--- src/rtl/cv32e40x_alu_clmul_iter.sv ---
// cv32e40x_alu_clmul_iter
// Iterative carry-less multiplier producing CLMUL, CLMULH and CLMULR results.
// STEP multiplier bits are consumed per cycle; operands and the result each
// move through a valid/ready handshake.
// Optional feature macro: CV32E40X_CLMUL_EARLY_EXIT_EN. When defined, the
// iteration stops as soon as the remaining multiplier bits are all zero.
module cv32e40x_alu_clmul_iter #(
  parameter int WIDTH = 32,
  parameter int STEP  = 4
) (
  input  logic             clk,
  input  logic             rst,
  input  logic             in_valid_i,
  output logic             in_ready_o,
  input  logic [1:0]       op_i,
  input  logic [WIDTH-1:0] op_a_i,
  input  logic [WIDTH-1:0] op_b_i,
  input  logic             kill_i,
  output logic             out_valid_o,
  input  logic             out_ready_i,
  output logic [WIDTH-1:0] result_o
);

  localparam int NSTEPS = WIDTH / STEP;
  localparam int CNT_W  = $clog2(NSTEPS + 1);

  localparam logic [1:0] OP_CLMULH = 2'b01;
  localparam logic [1:0] OP_CLMULR = 2'b10;

  typedef enum logic [1:0] {
    IDLE = 2'b00,
    BUSY = 2'b01,
    DONE = 2'b10
  } state_t;

  state_t               state;
  logic                 in_ready_q;
  logic                 out_valid_q;
  logic [2*WIDTH-1:0]   a_q;
  logic [WIDTH-1:0]     b_q;
  logic [2*WIDTH-1:0]   acc_q;
  logic [1:0]           op_q;
  logic [CNT_W-1:0]     cnt_q;

  logic [2*WIDTH-1:0]   acc_step;
  logic [WIDTH-1:0]     b_shift;
  logic                 last_step;

  // One iteration: fold in a << j for every set bit among the low STEP bits of b.
  always_comb begin
    acc_step = acc_q;
    for (int j = 0; j < STEP; j++) begin
      if (b_q[j]) begin
        acc_step = acc_step ^ (a_q << j);
      end
    end
  end

  // Multiplier after this cycle's shift, and whether this is the final step.
  always_comb begin
    b_shift = b_q >> STEP;
`ifdef CV32E40X_CLMUL_EARLY_EXIT_EN
    // Nothing left to accumulate once the remaining multiplier bits are zero.
    last_step = (cnt_q == CNT_W'(1)) || (b_shift == '0);
`else
    last_step = (cnt_q == CNT_W'(1));
`endif
  end

  // Control FSM and datapath registers; kill wins over every handshake.
  always_ff @(posedge clk or posedge rst) begin
    if (rst) begin
      state       <= IDLE;
      in_ready_q  <= 1'b1;
      out_valid_q <= 1'b0;
      a_q         <= '0;
      b_q         <= '0;
      acc_q       <= '0;
      op_q        <= '0;
      cnt_q       <= '0;
    end else if (kill_i) begin
      state       <= IDLE;
      in_ready_q  <= 1'b1;
      out_valid_q <= 1'b0;
    end else begin
      case (state)
        IDLE: begin
          if (in_valid_i) begin
            a_q        <= {{WIDTH{1'b0}}, op_a_i};
            b_q        <= op_b_i;
            acc_q      <= '0;
            op_q       <= op_i;
            cnt_q      <= CNT_W'(NSTEPS);
            state      <= BUSY;
            in_ready_q <= 1'b0;
          end
        end
        BUSY: begin
          acc_q <= acc_step;
          a_q   <= a_q << STEP;
          b_q   <= b_shift;
          cnt_q <= cnt_q - CNT_W'(1);
          if (last_step) begin
            state       <= DONE;
            out_valid_q <= 1'b1;
          end
        end
        DONE: begin
          // acc and op stay frozen until the consumer takes the result.
          if (out_ready_i) begin
            state       <= IDLE;
            out_valid_q <= 1'b0;
            in_ready_q  <= 1'b1;
          end
        end
        default: begin
          state       <= IDLE;
          in_ready_q  <= 1'b1;
          out_valid_q <= 1'b0;
        end
      endcase
    end
  end

  // Result select from the registered product and operation only.
  always_comb begin
    case (op_q)
      OP_CLMULH: result_o = acc_q[2*WIDTH-1:WIDTH];
      OP_CLMULR: result_o = acc_q[2*WIDTH-2:WIDTH-1];
      default:   result_o = acc_q[WIDTH-1:0];
    endcase
  end

  assign in_ready_o  = in_ready_q;
  assign out_valid_o = out_valid_q;

endmodule
--- config.mk ---
export PLATFORM = sky130hd
export DESIGN_NAME = cv32e40x_alu_clmul_iter
export DESIGN_NICKNAME = d
export VERILOG_FILES = /design/src/rtl/cv32e40x_alu_clmul_iter.sv
export SDC_FILE = /design/constraint.sdc
export NUM_CORES = 1
export LEC_CHECK = 0
export BUFFER_PORTS_ARGS = -buffer_cell sky130_fd_sc_hd__buf_2
export CORE_UTILIZATION = 54
export CTS_BUF_LIST = sky130_fd_sc_hd__clkbuf_16
export CTS_CLUSTER_DIAMETER = 60
export DETAILED_ROUTE_END_ITERATION = 10
export PLACE_DENSITY = 0.76
export SYNTH_ARGS = -nofsm -noshare
export SYNTH_HDL_FRONTEND = slang
export SYNTH_SLANG_ARGS = --single-unit
--- constraint.sdc ---
create_clock -name clk -period 4.4 [get_ports clk]
set_input_delay 0.22 -clock clk [delete_from_list [all_inputs] [get_ports clk]]
set_output_delay 0.22 -clock clk [all_outputs]
set_load 0.01 [all_outputs]
* After elaboration in Yosys (flattened, before gate mapping)
Cells that the tools add are included.
Word-level totals: bits in registers 170, input bits 71, logic and storage cells 58
Operators by class: $add $sub $neg 1, equal/unequal tests 11, mux-type cells 26, bitwise logic cells 5, reduce and logical (&&, ||, !) cells 7
Operators by type and width (number):
- $mux 64 | 6
- $pmux 64 s2 | 2
- $xor 64x64->64 | 4
- $pmux 32 s2 | 2
- $mux 32 | 1
- $reduce_and 3->1 | 5
- $ne 3x3->1 const B | 3
- $mux 2 | 4
- $pmux 4 s2 | 1
- $mux 1 | 6
- $ne 2x2->1 const B | 3
- $pmux 1 s3 | 2
- $pmux 2 s3 | 1
- $eq 2x1->1 const B | 2
- $eq 2x2->1 const B | 2
- $eq 4x1->1 const B | 1
- $mux 4 | 1
- $sub 4x1->4 const B | 1
- $logic_not 2->1 | 1
- $reduce_bool 2->1 | 1
- $not 1->1 | 1

* Longest topological paths before layout
Gate-level depths: netlist of run 1.
word-level depth 9, depth in mapped cells 8, mapped depth without buffers 7

* Worst setup path after synthesis of run 1
OpenSTA, ideal clock, no wires.
kind register to register, start point reg state[1], end point reg a_q[4], library setup time 0.126 ns, data arrival time 1.571 ns, data required time 4.274 ns, slack 2.703 ns, cell stages (with the launch flop) 6, buffers on the path 3, period minus slack after synthesis 1.697 ns, cell sequence dfrtp_1 buf_2 or3_1 buf_2 buf_2 a221o_1
Between the ends: cells in the longest elaborated chain, start to end 3, elaborated cells on any way between the ends 6, those cells by class 2 x eq/ne; 1 x mux; 3 x reduce/logical
RTL lines:
- from (decl) | RTL line 36 | state_t state;
- from (signal assigned) | RTL line 73 | state <= IDLE;
- from (signal assigned) | RTL line 82 | state <= IDLE;
- from (signal assigned) | RTL line 94 | state <= BUSY;
- $eq 2x1->1 / $logic_not 2->1 (equally long branches) | RTL line 86 | case (state)
- $reduce_bool 2->1 (no line) / $ne 2x2->1 (equally long branches)
- $reduce_and 3->1 (no line)
- to (signal assigned) | RTL line 89 | a_q <= {{WIDTH{1'b0}}, op_a_i};
- to (signal assigned) | RTL line 100 | a_q <= a_q << STEP;
- to (decl) | RTL line 39 | logic [2*WIDTH-1:0] a_q;
Parallel ways exist; a longest one is shown, timed or not. A chain may end at the register's enable or synchronous reset.

* Worst setup path in the final report of run 1
start point reg op_q[1], end point out result_o[10]
Between the ends: cells in the longest elaborated chain, start to end 2, elaborated cells on any way between the ends 3, those cells by class 2 x eq/ne; 1 x mux
RTL lines:
- from (decl) | RTL line 42 | logic [1:0] op_q;
- from (signal assigned) | RTL line 92 | op_q <= op_i;
- $eq 2x2->1 / $eq 2x1->1 (equally long branches) | RTL line 127 | case (op_q)
- $pmux 32 s2 * | RTL line 127
- to (decl) | RTL line 21 | output logic [WIDTH-1:0] result_o
Every way passes the cells marked *; elsewhere a longest branch is shown, timed or not.

==> impl_metrics.env, run 1 <==
export IMPL_via_per_inst=5.67
export IMPL_worst_slack_ns=1.62
export IMPL_slew_headroom_pct=17.0
export IMPL_cts_tree="done"
export IMPL_crit_family="adder cells"
export IMPL_drt_iter0_drc=718
export IMPL_drc=0
export IMPL_ys_seq_elements=170
export IMPL_powerDensity_mw_per_mm2=485
export IMPL_max_stage_delay_ns=0.92
export IMPL_numCtsBuffers=17
export IMPL_grt_max_degree=171
export IMPL_setup_viol=0
export IMPL_cts_root_buf="clkbuf_16"
export IMPL_grt_setup_unrepaired="no"
export IMPL_yosys_warnings=0
export IMPL_violations="negative hold slack"
export IMPL_synth_area_leaders="dfrtp_1, xnor2_1, nand2_1"
export IMPL_routed_wl_mm=25.8
export IMPL_synth_area_leader_cell="dfrtp_1"
export IMPL_synth_nets=1310
export IMPL_whs_ns=-0.0346
export IMPL_drtPass1Iterations=5
export IMPL_status="complete, but fails checks"
export IMPL_dpl_worst_slack_ns=1.82
export IMPL_path_cells="inv_1 > ha_1 > a221oi_1 > a21oi_1 > buf_2"
export IMPL_drv_slew=0
export IMPL_clock_fmax_mhz=359
export IMPL_ys_seq_area_share_pct=40.2
export IMPL_gr_total_overflow=0
export IMPL_min_period_ns=2.78
export IMPL_cts_setup_buffers=0
export IMPL_rows=50
export IMPL_vias=8833
export IMPL_synth_avg_cell_area_um2=8.57
export IMPL_cts_sinks=170
export IMPL_clkLatencyLatePin_ns=0.44
export IMPL_die_area_mm2=0.0202
export IMPL_cts_buffer_depth=2
export IMPL_synth_top_cell_area_share_pct=40.0
export IMPL_die_x_um=142
export IMPL_fp_coreArea_mm2=0.0190
export IMPL_drive_gt1_share_pct=12.2
export IMPL_hold_class="in -> async"
export IMPL_grt_antenna_before_repair=2
export IMPL_cp_arrival_ns=2.56
export IMPL_cp_start_kind="flip-flop"
export IMPL_critPathKind="reg -> out"
export IMPL_area_growth_pct=11.5
export IMPL_port_buffers=104
export IMPL_ant_nets=0
export IMPL_tightest_slew_ns=1.25
export IMPL_gp_congestion=0.784
export IMPL_yosysUniqueCellTypes=30
export IMPL_grt_use_total_pct=26.9
export IMPL_htreeDepth=4
export IMPL_grt_pass1_vias=8470
export IMPL_path_buf_inv=2
export IMPL_wire_per_inst_um=16.6
export IMPL_setup_tns_ns=0
export IMPL_fin_util_pct=62.2
export IMPL_max_cap_viol_count=0
export IMPL_initial_core_util_pct=55.8
export IMPL_dpl_cell_count=1517
export IMPL_syn_inst=1235
export IMPL_timing_hold_violations_final=14
export IMPL_final_cells=1557
export IMPL_crit_path_end_kind="output port"
export IMPL_netlist_area_mm2=0.0106
export IMPL_chipHeight_um=142
export IMPL_cts_clk_slew_worst_paths_ns=0.07
export IMPL_top_level_ports=105
export IMPL_crit_path_max_fanout=32
export IMPL_leakagePower_nw=4.95
export IMPL_hpwlAfterDp_mm=16.0
export IMPL_finalCritPeriodShare_pct=63.2
export IMPL_critical_path_required_ns=4.18
export IMPL_peakVddDrop_uv=329
export IMPL_grt_pass1_wl_mm=43.1
export IMPL_fin_nets=1358
export IMPL_skew_ns=0.0124
export IMPL_critPathSlowestCell="ha_1"
[Yosys cell counts, drive strengths merged]
cell and instances:
o211ai 32, a221oi 30, mux2i 56, a22oi 2, a21oi 94, o21ai 92, or3 31, nand2 312
nor4b 3, nor3 1, dfstp 1, buf 54, a22o 40, nor2b 32, nor4 1, or2 1
nand2b 4, a221o 1, xnor2 155, inv 36, dfrtp 169, xor2 34, clkbuf 36, nor2 11
o22ai 2, nor4bb 1, ha 4
[worst min-delay path, cell delays in order]
cell and delay, ns:
buf_2 0.11, clkinvlp_4 0.07, buf_12 0.54
[cell usage in the layout, fill, tap and decap left out, types with 2 or more instances in the layout]
| cell | Yosys | routed |
|---|---|---|
| mux2i_1 | 56 | 56 |
| dlygate4sd3_1 | 0 | 7 |
| a221oi_1 | 30 | 30 |
| a22oi_1 | 2 | 2 |
| inv_6 | 0 | 7 |
| nor2b_1 | 32 | 32 |
| nor2_1 | 11 | 10 |
| clkbuf_16 | 0 | 17 |
| dfrtp_2 | 0 | 4 |
| buf_4 | 0 | 6 |
| or3_1 | 31 | 30 |
| a22o_1 | 40 | 40 |
| inv_8 | 0 | 3 |
| buf_2 | 48 | 104 |
| o21ai_1 | 14 | 14 |
| nor4b_1 | 2 | 2 |
| nand2b_1 | 4 | 3 |
| inv_1 | 36 | 35 |
| buf_12 | 0 | 2 |
| a21oi_1 | 94 | 94 |
| clkinvlp_4 | 0 | 2 |
| o21ai_0 | 78 | 78 |
| xnor2_1 | 155 | 155 |
| o211ai_1 | 32 | 32 |
| clkinv_2 | 0 | 2 |
| nand2_1 | 312 | 312 |
| xor2_1 | 34 | 34 |
| ha_1 | 4 | 3 |
| dfrtp_1 | 169 | 165 |
| o22ai_1 | 2 | 2 |
[through the flow]
stage	area, um^2	total power [mW]
2_1_floorplan	10600	3.63
3_3_place_gp	11100	4.14
3_5_place_dp	11100	4.21
4_1_cts	11800	5.73
5_1_grt	11800	6.06
6_report	11800	5.72
[registers in the layout (all words and copies together) (netlist names)]
| register | flops |
|---|---|
| a_q | 64 |
| acc_q | 64 |
| b_q | 32 |
| cnt_q | 4 |
| op_q | 2 |
| state | 2 |
| in_ready_o | 1 |
| out_valid_o | 1 |
[cells by family (layout without fill, tap and decap cells)]
family	count (synthesis)	after routing	share of synthesized area, %
AND/OR/NAND/NOR	397	397	16.1
multiplexers	56	56	5.30
other	0	1	0
flip-flops	170	170	40.2
buffers and inverters	126	187	5.04
adder cells (fa/ha/maj)	4	4	0.473
XOR/XNOR	189	189	15.6
AO/OA/AOI/OAI	293	293	17.2
[cell type report]
class                      count  area (um^2)
fill                        1569         7160
timing repair buffer         119          676
inverter                      36          139
sequential                   170         4260
clock buffer                  17          425
clock inverter                15          151
antenna                        1         2.50
multi-input combinational    939         5820
tap                          260          325
[power breakdown]
group	switching, mW	internal (mW)	total (mW)
Sequential	0.501	1.90	2.40
Clock	0.709	0.803	1.51
Combinational	1.03	0.786	1.82
[routing by layer]
metal	GRT usage [%]	part of all wire, %
met5	0	0.050
met4	9.85	2.4
met3	4.51	4.9
met2	43.6	47
met1	36.2	45
[path summary, 6_finish.rpt]
path	from	to	slack (ns)	cells past startpoint
max reg2reg	state[1]	acc_q[24]	1.74	6
min	rst	a_q[16]	-0.03	3
max	op_q[1]	result_o[10]	1.62	5
max in group asynchronous	rst	cnt_q[2]	3.58	3
min reg2reg	b_q[5]	b_q[5]	0.48	2
min in group clk	op_i[0]	op_q[0]	0	3
[repair_timing]
action                                 4_1_cts  5_1_grt
hold buffers                                 7        0
gates resized for setup                      0        0
endpoints found under the hold margin        7        0
Power figures use the tool's default switching activity.
==> run 2: changes to the inputs <==
CORE_UTILIZATION = 57   (was 54)
clock period = 2.8 ns   (was 4.4 ns; I/O delays follow)
==> run 2 against run 1 <==
Compared with the run above: clock-buffer cell count did not move; largest power group unchanged; sequential share of layout area shrank 1.1 points; the run ends with design-rule violations, negative hold slack left; utilization up 5.1 points; final cell count up 0.26%; via count is 4.3% higher.
==> impl_metrics.env, run 2 (synthesis results as in run 1) <==
export IMPL_cts_tree="done"
export IMPL_ant_nets=0
export IMPL_final_cells=1561
export IMPL_via_per_inst=5.90
export IMPL_grt_setup_unrepaired="no"
export IMPL_drc=12
export IMPL_post_dp_cell_area_mm2=0.0113
export IMPL_top_regs="a_q (64), acc_q (64), b_q (32)"
export IMPL_port_buffers=104
export IMPL_hpwlAfterDp_mm=16.8
export IMPL_p_total_mw=9.14
export IMPL_drive_gt1_share_pct=12.4
export IMPL_drtPass1Iterations=8
export IMPL_setup_tns_ns=0
export IMPL_slew_headroom_pct=32.3
export IMPL_whs_ns=-0.103
export IMPL_violations="design-rule violations, negative hold slack"
export IMPL_grt_pass1_wl_mm=44.8
export IMPL_numCtsBuffers=17
export IMPL_initial_core_util_pct=58.5
export IMPL_multi_input_area_mm2=0.00582
export IMPL_worst_slack_ns=0.339
export IMPL_clock_fmax_mhz=406
export IMPL_cp_arrival_ns=2.32
export IMPL_drt_iter0_drc=895
export IMPL_reg2regPathDepth=4
export IMPL_gp_congestion=0.792
export IMPL_cts_clk_slew_worst_paths_ns=0.06
export IMPL_leakagePower_nw=5.14
export IMPL_tightest_slew_ns=1.02
export IMPL_dpl_worst_slack_ns=0.677
export IMPL_fin_util_pct=67.3
export IMPL_die_area_mm2=0.0191
export IMPL_cts_root_buf="clkbuf_16"
export IMPL_final_area_mm2=0.0122
export IMPL_ctsResizeCount=0
export IMPL_peakVddDrop_uv=531
export IMPL_cts_sinks=170
export IMPL_cts_setup_buffers=0
export IMPL_grt_use_total_pct=29.4
export IMPL_seqCellArea_mm2=0.00426
export IMPL_rows=49
export IMPL_mostFrequentLayoutCells="nand2_1, dfrtp_1, xnor2_1"
export IMPL_finalCritPeriodShare_pct=87.9
export IMPL_critical_path_required_ns=2.66
export IMPL_die_x_um=138
export IMPL_grt_max_degree=171
export IMPL_n_fill_cell=1412
export IMPL_skew_ns=0.0109
export IMPL_fp_coreArea_mm2=0.0181
export IMPL_drv_slew=0
export IMPL_setup_viol=0
export IMPL_top_level_ports=105
export IMPL_final_common_cell="nand2_1"
export IMPL_chipHeight_um=138
export IMPL_gr_total_overflow=0
export IMPL_fin_nets=1394
export IMPL_crit_path_end_kind="output port"
export IMPL_powerDensity_mw_per_mm2=750
export IMPL_grt_antenna_before_repair=0
export IMPL_diodes=0
export IMPL_routed_wl_mm=26.8
export IMPL_vias=9211
export IMPL_grt_pass1_vias=8628
export IMPL_clkLatencyLatePin_ns=0.43
export IMPL_dpl_cell_count=1497
export IMPL_max_cap_viol_count=0
export IMPL_critPathKind="reg -> out"
export IMPL_cp_start_kind="flip-flop"
export IMPL_status="complete, but fails checks"
export IMPL_crit_path_max_fanout=32
export IMPL_timing_hold_violations_final=43
export IMPL_wire_per_inst_um=17.2
export IMPL_hold_class="in -> async"
export IMPL_area_growth_pct=15.1
export IMPL_htreeDepth=4
export IMPL_min_period_ns=2.46
export IMPL_cts_buffer_depth=2
[run 2: critical path: stages, from the launching register on]
cell and delay, ns:
dfrtp_1 0.38, inv_1 0.10, ha_2 0.67, a221oi_1 0.27, a21oi_1 0.28, buf_2 0.18
[run 2: worst paths after layout]
kind	from	end	slack, ns
worst min register to register	b_q[24]	b_q[24]	0.48
min in group clk	op_b_i[24]	b_q[24]	0
worst max-delay path	op_q[0]	result_o[27]	0.34
worst max register to register	state[1]	b_q[13]	0.63
worst min-delay path	rst	a_q[19]	-0.10
max in group asynchronous	rst	b_q[3]	2.02
[run 2: metal layers]
layer / wire [um] / vias to the layer above / GRT usage (%) / share of wire, %
met4: 497 / 0 / 8.75 / 1.9
met1: 12000 / 4524 / 41.2 / 45
met2: 12800 / 309 / 47.4 / 48
met5: 0 / - / 0 / 0
met3: 1540 / 35 / 4.43 / 5.8
li1: - / 4343 / - / -
[run 2: layout make-up]
cell class / instances / share of cell area (%)
Inverter: 36 / 1.14
Timing Repair Buffer: 155 / 9.00
Sequential cell: 170 / 35.0
Multi-Input combinational cell: 939 / 47.8
Clock inverter: 15 / 1.24
Tap cell: 229 / 2.35
Clock buffer: 17 / 3.49
[run 2: where the power goes]
group / switching (mW) / total, mW / internal, mW
logic: 1.83 / 3.17 / 1.34
clock network: 1.03 / 2.35 / 1.31
registers: 0.637 / 3.62 / 2.98
total: 3.50 / 9.14 / 5.64
[run 2: timing repair]
action,4_1_cts,5_1_grt
endpoints found under the setup margin,0,0
hold buffers,32,0
hold endpoints to repair,32,0
==> run 3: changes to the inputs <==
CAP_MARGIN = 30   (was unset)
CORE_UTILIZATION = 30   (was 57)
PLACE_DENSITY = 0.45   (was 0.76)
clock period = 2.7 ns   (was 2.8 ns; I/O delays follow)
==> run 3 against run 2 <==
Compared with the run above: the flow now finishes without violations; first-iteration DRC count is 41% lower; critical path depth is 2 higher; sequential cell count stayed put; clock power is 7% higher; clock-buffer cell count stayed put; final cell count is 17% higher; sequential share of layout area is 1.7 points lower; total power is 6.3% higher; routed wire length is 15% higher; global-route usage is 11 points lower; worst hold slack better by 0.10 ns; utilization is 30 points lower; highest routed layer unchanged.
==> impl_metrics.env, run 3 (synthesis results as in run 1) <==
export IMPL_gp_congestion=0.746
export IMPL_cp_start_kind="flip-flop"
export IMPL_critical_path_required_ns=2.57
export IMPL_diodes=0
export IMPL_hold_depth=3
export IMPL_drtPass1Iterations=5
export IMPL_clock_fmax_mhz=422
export IMPL_initial_core_util_pct=30.5
export IMPL_max_cap_viol_count=0
export IMPL_power_frac_seq_pct=38.3
export IMPL_rows=68
export IMPL_cts_buffer_depth=2
export IMPL_numCtsBuffers=17
export IMPL_share_clk_of_total_power_pct=25.9
export IMPL_grt_pass1_vias=8779
export IMPL_switching_power_mw=3.87
export IMPL_timing_hold_violations_final=0
export IMPL_final_area_mm2=0.0128
export IMPL_die_area_mm2=0.0360
export IMPL_p_comb_share_pct=35.7
export IMPL_clkLatencyLatePin_ns=0.46
export IMPL_grt_setup_unrepaired="no"
export IMPL_dpl_worst_slack_ns=0.632
export IMPL_crit_path_max_fanout=23
export IMPL_cp_arrival_ns=2.23
export IMPL_final_cells=1820
export IMPL_critPathKind="reg -> out"
export IMPL_drive_gt1_share_pct=12.8
export IMPL_r2r_setup_slack_ns=0.62
export IMPL_p_sw_share_pct=39.9
export IMPL_wl_met3_mm=1.03
export IMPL_cts_clk_slew_worst_paths_ns=0.07
export IMPL_via_per_inst=4.88
export IMPL_drc=0
export IMPL_fp_coreArea_mm2=0.0346
export IMPL_hold_class="in -> reg"
export IMPL_slew_headroom_pct=51.3
export IMPL_max_stage_delay_ns=0.52
export IMPL_vias=8876
export IMPL_cts_tree="done"
export IMPL_cts_root_buf="clkbuf_16"
export IMPL_top_level_ports=105
export IMPL_worst_slack_ns=0.331
export IMPL_reg2regPathDepth=5
export IMPL_setup_tns_ns=0
export IMPL_peakVddDrop_uv=552
export IMPL_path_cells="inv_1 > ha_2 > buf_12 > buf_4 > a221oi_1 > a21oi_1 > buf_2"
export IMPL_fin_nets=1427
export IMPL_die_x_um=190
export IMPL_drt_iter0_drc=528
export IMPL_area_growth_pct=21.1
export IMPL_m1WireLength_mm=15.4
export IMPL_critPathSlowestCell="ha_2"
export IMPL_post_dp_cell_area_mm2=0.0116
export IMPL_final_common_cell="nand2_1"
export IMPL_top_layer_used="met4"
export IMPL_drv_slew=0
export IMPL_htreeDepth=4
export IMPL_min_from="op_b_i[19]"
export IMPL_setup_viol=0
export IMPL_wire_per_inst_um=16.9
export IMPL_gr_total_overflow=0
export IMPL_r2r_end="acc_q[25]"
export IMPL_leakagePower_nw=5.29
export IMPL_tightest_slew_ns=0.729
export IMPL_timing_rr_start="state[1]"
export IMPL_grt_antenna_before_repair=0
export IMPL_cts_sinks=170
export IMPL_n_fill_cell=3512
export IMPL_crit_path_end_kind="output port"
export IMPL_grt_max_degree=80
export IMPL_min_to="b_q[19]"
export IMPL_chipHeight_um=190
export IMPL_powerDensity_mw_per_mm2=758
export IMPL_grt_pass1_wl_mm=50.9
export IMPL_port_buffers=104
export IMPL_status="completed"
export IMPL_hpwlAfterDp_mm=20.2
export IMPL_min_period_ns=2.37
export IMPL_ant_nets=0
export IMPL_dpl_cell_count=1729
export IMPL_skew_ns=0.0164
export IMPL_top_regs="a_q (64), acc_q (64), b_q (32)"
export IMPL_mostFrequentLayoutCells="nand2_1, dfrtp_1, xnor2_1"
export IMPL_grt_use_total_pct=18.2
export IMPL_dr_wl_met2_mm=13.9
export IMPL_routed_wl_mm=30.8
export IMPL_intPower_mw=5.84
export IMPL_finalCritPeriodShare_pct=87.7
-- run 3: worst max-delay path by stage --
stage | cells after the start | startpoint | endpoint
final | 7 | op_q[0] | result_o[16]
after global routing | 7 | op_q[0] | result_o[16]
after CTS | 6 | op_q[0] | result_o[13]
after detailed placement | 5 | state[1] | acc_q[23]
after global placement | 5 | state[1] | acc_q[24]
after floorplan | 1 | rst | a_q[0]
-- run 3: power groups by stage --
stage,clock network (mW),registers (mW),logic [mW]
detailed placement,0,3.77,3.43
floorplan,0,3.50,2.41
global route,2.71,3.83,3.87
finish,2.52,3.72,3.47
CTS,2.60,3.73,3.51
global placement,0,3.77,3.39
-- run 3: timing repair --
action                                 in CTS  in global routing
endpoints found under the hold margin      82                  0
resized for setup                           0                  0
hold buffers                               59                  0
setup buffers                               0                  0
-- run 3: cell type report --
cell class | instances | area (um^2) | share of cell area, %
well taps | 455 | 569 | 4.44
flip-flops and latches | 170 | 4260 | 33.3
clock inverters | 15 | 159 | 1.24
multi-input cells | 939 | 5820 | 45.4
repair buffers | 188 | 1440 | 11.2
clock buffers | 17 | 425 | 3.32
inverters | 36 | 139 | 1.08
-- run 3: through the flow --
step,utilization (%),power [mW],hold slack (ns)
detailed placement,33.6,7.20,0.292
floorplan,-,5.91,0.252
global route,37.0,10.4,0.00437
global placement,33.6,7.16,0.294
CTS,37.0,9.83,0.000263
finish,37.0,9.71,0.00155
-- run 3: critical path, delay by kind of cell (launching register included) --
family	cells	cell delay, ns
adder cells (fa/ha/maj)	1	0.52
flip-flops	1	0.35
AO/OA/AOI/OAI	2	0.24
buffers and inverters	4	0.66
-- run 3: metal layers --
layer	vias up	track usage, %
met2	160	27.8
met4	0	5.06
li1	4394	-
met5	-	0
met1	4303	26.1
met3	19	3.04
